## src/rtl/turret_pkg.sv

```systemverilog
// turret_pkg
// Shared definitions for the turret sprite pipeline: direction encoding,
// sprite geometry, screen extents and the transparent palette key.
package turret_pkg;

   // Clockwise quarter turns, matching the game-logic encoding of turret_dir.
   typedef enum logic [1:0] {
      DIR_UP    = 2'd0,
      DIR_RIGHT = 2'd1,
      DIR_DOWN  = 2'd2,
      DIR_LEFT  = 2'd3
   } dir_t;

   localparam int         SPRITE_SZ   = 32;
   localparam int         SPRITE_LOG2 = $clog2(SPRITE_SZ);
   localparam int         ADDR_W      = 2 * SPRITE_LOG2;
   localparam int         COORD_W     = 10;
   localparam logic [7:0] KEY_INDEX   = 8'd0;
   localparam int         H_ACTIVE    = 640;
   localparam int         V_ACTIVE    = 480;

endpackage

```

## src/rtl/turret_rot_addr.sv

```systemverilog
// turret_rot_addr
// Combinational sprite rotation: maps the in-box offset (dx, dy) of a screen
// pixel to the {row, col} address of the stored, upward-facing sprite.
// Ports:
//   dx, dy : in  offset from the sprite's top-left corner, 0..SPRITE_SZ-1
//   dir    : in  turret facing (clockwise quarter turns)
//   addr   : out {row, col}, i.e. row*SPRITE_SZ + col
module turret_rot_addr
   import turret_pkg::*;
#(
   parameter int SZ_LOG2 = turret_pkg::SPRITE_LOG2
) (
   input  logic [SZ_LOG2-1:0]   dx,
   input  logic [SZ_LOG2-1:0]   dy,
   input  dir_t                 dir,
   output logic [2*SZ_LOG2-1:0] addr
);

   logic [SZ_LOG2-1:0] row;
   logic [SZ_LOG2-1:0] col;

   // The sprite is a power of two, so N-x (N = SPRITE_SZ-1) is simply ~x.
   always_comb begin
      row = dy;
      col = dx;
      case (dir)
         DIR_UP: begin
            row = dy;
            col = dx;
         end
         DIR_RIGHT: begin
            row = ~dx;
            col = dy;
         end
         DIR_DOWN: begin
            row = ~dy;
            col = ~dx;
         end
         DIR_LEFT: begin
            row = dx;
            col = ~dy;
         end
      endcase
   end

   assign addr = {row, col};

endmodule

```

## src/rtl/turret2_sprite_fetch.sv

```systemverilog
// turret2_sprite_fetch
// Front end of the turret2 palette lookup. Each active pixel is hit-tested
// against the turret box, the rotated sprite address is issued to the
// external index ROM, and the returned palette index is presented with
// valid/opaque flags two cycles after the pixel.
//
// Flow control: valid-only pipeline. pix_valid qualifies DrawX/DrawY in the
// cycle it is high; index_valid qualifies index exactly two cycles later.
// There is no ready; the pipe never stalls and accepts one pixel per cycle.
//
// Ports:
//   Clk, Reset_n          : clock, asynchronous active-low reset
//   frame_start           : vsync pulse, latches turret_x/turret_y/turret_dir
//   pix_valid, DrawX/Y    : current pixel and its qualifier
//   turret_x/y, turret_dir: live turret position/facing from game logic
//   rom_addr / rom_data   : sprite index ROM read port (data one cycle later)
//   index, index_valid    : palette index and in-box flag
//   opaque                : index_valid and index is not the transparent key
module turret2_sprite_fetch
   import turret_pkg::*;
#(
   parameter int         SPRITE_SZ = turret_pkg::SPRITE_SZ,
   parameter int         ADDR_W    = turret_pkg::ADDR_W,
   parameter int         COORD_W   = turret_pkg::COORD_W,
   parameter logic [7:0] KEY_INDEX = turret_pkg::KEY_INDEX
) (
   input  logic               Clk,
   input  logic               Reset_n,
   input  logic               frame_start,
   input  logic               pix_valid,
   input  logic [COORD_W-1:0] DrawX,
   input  logic [COORD_W-1:0] DrawY,
   input  logic [COORD_W-1:0] turret_x,
   input  logic [COORD_W-1:0] turret_y,
   input  logic [1:0]         turret_dir,
   output logic [ADDR_W-1:0]  rom_addr,
   input  logic [7:0]         rom_data,
   output logic [7:0]         index,
   output logic               index_valid,
   output logic               opaque
);

   localparam int                 SZ_LOG2 = $clog2(SPRITE_SZ);
   localparam logic [COORD_W:0]   SZ_EXT  = (COORD_W+1)'(SPRITE_SZ);

   // Frame-latched turret placement; only frame_start may update these.
   logic [COORD_W-1:0] lx;
   logic [COORD_W-1:0] ly;
   dir_t               ldir;

   // One extra bit so a pixel left of / above the box borrows into the MSB
   // and fails the range test instead of wrapping into the sprite.
   logic [COORD_W:0]   dx;
   logic [COORD_W:0]   dy;
   logic               hit;
   logic [ADDR_W-1:0]  rot_addr;
   logic               hit_q1;

   assign dx  = {1'b0, DrawX} - {1'b0, lx};
   assign dy  = {1'b0, DrawY} - {1'b0, ly};
   assign hit = pix_valid && (dx < SZ_EXT) && (dy < SZ_EXT);

   turret_rot_addr #(
      .SZ_LOG2 (SZ_LOG2)
   ) u_rot (
      .dx   (dx[SZ_LOG2-1:0]),
      .dy   (dy[SZ_LOG2-1:0]),
      .dir  (ldir),
      .addr (rot_addr)
   );

   always_ff @(posedge Clk or negedge Reset_n) begin
      if (!Reset_n) begin
         lx          <= '0;
         ly          <= '0;
         ldir        <= DIR_UP;
         rom_addr    <= '0;
         hit_q1      <= 1'b0;
         index       <= '0;
         index_valid <= 1'b0;
         opaque      <= 1'b0;
      end else begin
         // A pixel in the frame_start cycle still sees the old latch, since
         // hit/rot_addr are computed from the register outputs.
         if (frame_start) begin
            lx   <= turret_x;
            ly   <= turret_y;
            ldir <= dir_t'(turret_dir);
         end
         // Address only moves on a hit to avoid needless ROM toggling.
         if (hit) begin
            rom_addr <= rot_addr;
         end
         hit_q1      <= hit;
         index       <= rom_data;
         index_valid <= hit_q1;
         opaque      <= hit_q1 && (rom_data != KEY_INDEX);
      end
   end

endmodule

```

## config.mk

```make
export PLATFORM = sky130hd
export DESIGN_NAME = turret2_sprite_fetch
export DESIGN_NICKNAME = d
export VERILOG_FILES = /design/src/rtl/turret_pkg.sv /design/src/rtl/turret_rot_addr.sv /design/src/rtl/turret2_sprite_fetch.sv
export SDC_FILE = /design/constraint.sdc
export NUM_CORES = 1
export LEC_CHECK = 0
export ABC_CLOCK_PERIOD_IN_PS = 3050
export CELL_PAD_IN_SITES_DETAIL_PLACEMENT = 1
export CELL_PAD_IN_SITES_GLOBAL_PLACEMENT = 1
export CORE_MARGIN = 1
export CORE_UTILIZATION = 33
export DETAILED_ROUTE_END_ITERATION = 16
export GPL_TIMING_DRIVEN = 0
export PLACE_DENSITY_LB_ADDON = 0.3
export SYNTH_ARGS = -nofsm -noshare
export SYNTH_HDL_FRONTEND = slang
export SYNTH_SLANG_ARGS = --single-unit
```

## constraint.sdc

```tcl
create_clock -name Clk -period 3.05 [get_ports Clk]
set_clock_uncertainty 0.05 [all_clocks]
set_input_delay 0.4575 -clock Clk [delete_from_list [all_inputs] [get_ports Clk]]
set_output_delay 0.4575 -clock Clk [all_outputs]
set_load 0.02 [all_outputs]
```

* Yosys cells after proc, flatten, opt, wreduce, memory -nomap -nowiden
Index checks and enable logic that the tools add are counted.
Widths: inputs -> output; s select.
** Storage, ports and cells
- Register bits :: 43
- Bits of input ports :: 54
- Memory bits (read-only) :: 0
- Memories kept :: 0
- Memory bits (writable) :: 0
- Word-level logic and storage cells :: 24
- Latch bits :: 0
** Cells by class
- Shift operators :: 0
- Muxes and demuxes :: 2
- Add/subtract/negate cells :: 2
- Div/mod/pow operators :: 0
- Multipliers :: 0
- $lt $le $gt $ge :: 2
- Equality and inequality tests :: 3
- Bitwise gates (word level) :: 2
- Reductions and logical operators :: 5
** Operator list (number)
- $pmux 5 s4 :: 2
- $lt 11x6->1 const B :: 2
- $sub 10x10->11 :: 2
- $not 5->5 :: 2
- $reduce_bool 8->1 :: 1
- $eq 2x2->1 const B :: 2
- $logic_and 1x1->1 :: 3
- $eq 2x1->1 const B :: 1
- $logic_not 2->1 :: 1

* Depth between registers and ports, before layout
- Depth after elaboration :: 4
- Mapped depth :: 11
- Depth with buffers taken out :: 10

* Hierarchy
A second synthesis with hierarchy kept.
** Unflattened totals
- Cell total of the unflattened synthesis :: 270
- Area total of the unflattened synthesis :: 2685.1 µm²
** By module, submodules not included
- turret2_sprite_fetch :: cells each 243, sequential area each 1076.0 µm², instances 1, area an instance 2477.4 µm²
- turret_rot_addr :: cells each 27, sequential area each 0.0 µm², instances 1, area an instance 207.7 µm²

* Worst setup path before layout
OpenSTA, ideal clock, no wires.
- Path kind :: input port to flip-flop
- Start :: input DrawY[0]
- End :: register rom_addr[0]
- Setup time :: 0.125 ns
- Stages on the path :: 11
- Path slack :: -0.417 ns
- Buffers on the path :: 1
- Data required time :: 2.875 ns
- Arrival time :: 3.292 ns
- Cells stage by stage :: inv_1 > ha_1 > fa_1 > nand2b_1 > a21oi_2 > nor3_1 > or4_1 > or4_1 > nor4_2 > buf_6 > mux2_4
** Between the ends
- Word-level cells in the longest chain between the ends :: 3
** RTL lines
- from (decl) :: line turret2_sprite_fetch.sv:32 : input logic [COORD_W-1:0] DrawY,
- $sub 10x10->11 :: line turret2_sprite_fetch.sv:60 : assign dy = {1'b0, DrawY} - {1'b0, ly};
- $lt 11x6->1 :: line turret2_sprite_fetch.sv:61 : assign hit = pix_valid && (dx < SZ_EXT) && (dy < SZ_EXT);
- $logic_and 1x1->1 :: line turret2_sprite_fetch.sv:61
- named net hit :: line turret2_sprite_fetch.sv:55 : logic hit;
- to (signal assigned) :: line turret2_sprite_fetch.sv:92 : rom_addr <= rot_addr;
- to (decl) :: line turret2_sprite_fetch.sv:36 : output logic [ADDR_W-1:0] rom_addr,
The timed path passes the listed nets, and every way through them passes these cells.
A chain may end at the register's enable or synchronous reset.

* Worst setup path in the final report
- Start :: register ly[0]
- End :: register rom_addr[0]
** Between the ends
- Word-level cells in the longest chain between the ends :: 3
** RTL lines
- from (decl) :: line turret2_sprite_fetch.sv:48 : logic [COORD_W-1:0] ly;
- from (signal assigned) :: line turret2_sprite_fetch.sv:87 : ly <= turret_y;
- $sub 10x10->11 :: line turret2_sprite_fetch.sv:60
- $lt 11x6->1 :: line turret2_sprite_fetch.sv:61
- $logic_and 1x1->1 :: line turret2_sprite_fetch.sv:61
- named net hit :: line turret2_sprite_fetch.sv:55
The timed path passes the listed nets, and every way through them passes these cells.

==> results.yml <==
outcome:
  outcome: "complete, but fails checks"
  violations: "negative setup slack"
route:
  wire_per_inst_um: 15.2
  drt_wl_total_mm: 7.35
  ant_nets: 0
  drtIter0Drc: 45
  drc: 0
  firstDrtPassIters: 4
  detailroute.via_count: 2413
  avgViaCountPerCell: 5.01
run:
  max_cap_violations: 0
global_route:
  grt_pass1_wl_mm: 12.1
  grt_pass1_vias: 2534
  grt_max_degree: 31
  grt-ovfl-total: 0
  track_usage_pct: 18.0
  antenna_found_initial: 0
power_and_ir_drop:
  p_per_area_nw_per_um2: 437
  p_sw_share_pct: 30.0
  p_switching_mw: 0.544
  power_frac_comb_pct: 36.9
  clkPwrFrac_pct: 29.0
  cellLeakagePower_nw: 1.83
  intPower_mw: 1.27
  pwr-share-seq_pct: 34.0
  ir_worst_vdd_mv: 0.247
logic_synthesis:
  synth_area_um2: 2730
  ys.flop_type: "dfrtp_1"
  netlist_instances: 276
  ys_ff_latch: 43
  ys_types: 47
  async_flop_share_pct: 100
  ys_warn_count: 0
  syn_avg_cell_area_um2: 9.89
  yosysSeqAreaShare_pct: 39.4
  syn_nets: 352
  synth-edff-count: 0
cells_and_area:
  seqCellArea_um2: 1080
  final_nets: 455
  fin_area_um2: 4150
  multiInputGateArea_um2: 1720
  fillCellCount: 881
  syn_to_final_growth_pct: 52.1
  drive_gt1_share_pct: 22.1
  diodes: 0
cts:
  max-clock-path-buffers: 2
  cts.sinks: 43
  hold_buffers: 0
  clk_pin_slew_worst_paths_ns: 0.08
  clkLatencyLatePin_ns: 0.30
  cts_root_buffer: "clkbuf_8"
  cts_tree: "done"
  numCtsBuffers: 5
  htree_levels: 2
worst_setup_path:
  cpLargestDelayFamily: "simple AND/OR/NAND/NOR gates"
  crit_arrival_ns: 3.33
  worst-path-buf-inv: 1
  path_max_fanout: 5
  path_class: "flop to flop"
  cp_slowest_cell: "or4_1"
  cpPeakStageDelay_ns: 0.49
  crit_required_ns: 3.18
  critPathLaunchType: "flop"
  cp-end-kind: "flop"
  path_cells: "ha_4, fa_2, nand2b_4, a21oi_4, nor3_1, or4_1, or4_4, nor4_4, buf_6, mux2_4"
sta:
  finalSetupViolations: 10
  slew_headroom_pct: 54.7
  drv_slew: 0
  tns_ns: -1.28
  report.final.hold_viol_count: 0
  worst_slack_ns: -0.145
  post-route-min-period_ns: 3.19
  fmax_mhz: 313
  max_slew.worst_pin.slew_ns: 0.680
  rsz0062_at_grt: "true"
  fin_crit_sh_pct: 105
floorplanning:
  die_h_um: 92.9
  placementRows: 32
  fp.dieW_um: 92.9
  io_pins: 74
  coreArea_um2: 7850
  start_util_pct: 34.8
  die_area_um2: 8640
placement:
  gp_congestion: 0.773
  portBuffers: 72
  detailed_place.area_um2: 3630
  place.detailed.hpwl_mm: 5.42
worst_hold_path:
  worst_hold_path_type: "input port to async pin"
[final timing paths]
path | endpoint | depth (start not counted) | start | slack [ns]
worst max-delay path | rom_addr[0]$_DFFE_PN0P_ | 10 | ly[0]$_DFFE_PN0P_ | -0.14
worst min-delay path | lx[2]$_DFFE_PN0P_ | 1 | Reset_n | 0.02
worst max register to register | rom_addr[0]$_DFFE_PN0P_ | 10 | ly[0]$_DFFE_PN0P_ | -0.14
worst min register to register | index_valid$_DFF_PN0_ | 0 | hit_q1$_DFF_PN0_ | 0.34
max in group asynchronous | ly[5]$_DFFE_PN0P_ | 2 | Reset_n | 2.45
min in group Clk | index_valid$_DFF_PN0_ | 0 | hit_q1$_DFF_PN0_ | 0.34
[metal layers]
layer	global-route usage (%)	share of wire [%]
met5	0	0
met4	4.23	0.98
met3	3.20	3.4
met2	31.8	51
met1	22.7	45
[cells in the final DEF (no fill, tap or decap), drive strengths merged, types with 2 or more instances in the layout]
master	instances
xor2	9
o21a	3
inv	25
nand2	32
a21oi	16
a31oi	2
o211ai	3
a2111oi	2
dlymetal6s2s	4
xnor2	11
o31ai	2
a211oi	2
nand2b	3
nor3b	2
fa	2
bufinv	2
nand3	3
buf	31
a21o	3
clkdlybuf4s50	61
o2111ai	4
nor2b	5
dlygate4sd2	5
or4	2
o21ai	24
nor2	12
mux2i	8
nor3	2
mux2	14
o2111a	2
dfrtp	43
ha	20
nor4	3
clkbuf	11
[registers in the layout (all words and copies together) (netlist names)]
name and cells:
opaque 1, lx 10, index_valid 1, rom_addr 10, ly 10, hit_q1 1
index 8, ldir 2
[area by class of cell]
| cell class | instances | area share (%) |
|---|---|---|
| inverters | 25 | 2.44 |
| well taps | 102 | 3.08 |
| multi-input cells | 197 | 41.5 |
| flip-flops and latches | 43 | 25.9 |
| plain buffers | 10 | 1.45 |
| clock inverters | 2 | 1.45 |
| repair buffers | 97 | 22.5 |
| clock buffers | 6 | 1.75 |
[Yosys cell counts (all sizes together) (3+ instances only)]
cell type	n	share of area [%]
nor2b	5	1.1
a21oi	16	3.1
mux2	14	7.0
dfrtp	43	39
o211ai	3	0.83
o2111ai	4	1.5
nand3	3	0.55
buf	5	1.4
nor2	12	1.7
inv	25	3.4
o21ai	24	4.4
xnor2	11	3.5
nor4	3	0.92
a21o	3	1.1
mux2i	8	2.9
o21a	3	0.83
xor2	9	2.9
nand2b	3	0.69
nand2	32	4.4
ha	20	9.2
clkbuf	6	0.83
[metrics by stage]
step | std cells | hold slack (ns) | setup slack (ns) | util [%] | power (mW)
final | 482 | 0.0169 | -0.145 | 52.9 | 1.81
after global routing | 482 | 0.0310 | -0.251 | 52.9 | 1.93
after CTS | 473 | 0.0190 | -0.263 | 51.3 | 1.80
after detailed placement | 451 | 0.322 | -0.886 | 46.3 | 1.19
after global placement | 450 | 0.321 | -0.834 | 46.1 | 1.17
after floorplan | 276 | 0.112 | -0.110 | - | 1.00
[power groups by stage]
stage / Sequential, mW / Clock, mW / Combinational (mW)
2_1_floorplan: 0.636 / 0 / 0.365
3_3_place_gp: 0.627 / 0 / 0.547
3_5_place_dp: 0.629 / 0 / 0.562
4_1_cts: 0.617 / 0.547 / 0.640
5_1_grt: 0.621 / 0.569 / 0.737
6_report: 0.617 / 0.527 / 0.670
[cells by family (layout without fill, tap and decap cells)]
family / count (synthesis) / after routing / share of synthesized area (%)
mux: 22 / 22 / 9.95
compound gates: 66 / 66 / 16.2
simple gates: 67 / 67 / 11.7
fa+ha+maj: 22 / 22 / 10.6
buf+inv: 36 / 140 / 5.64
xor+xnor: 20 / 20 / 6.42
flops: 43 / 43 / 39.4
[repair_timing]
action | 4_1_cts | 5_1_grt
setup buffers | 14 | 9
pin swaps | 15 | 14
cloned | 1 | 0
gates resized for setup | 36 | 11
endpoints found under the setup margin | 11 | 11
Power figures use the tool's default switching activity.
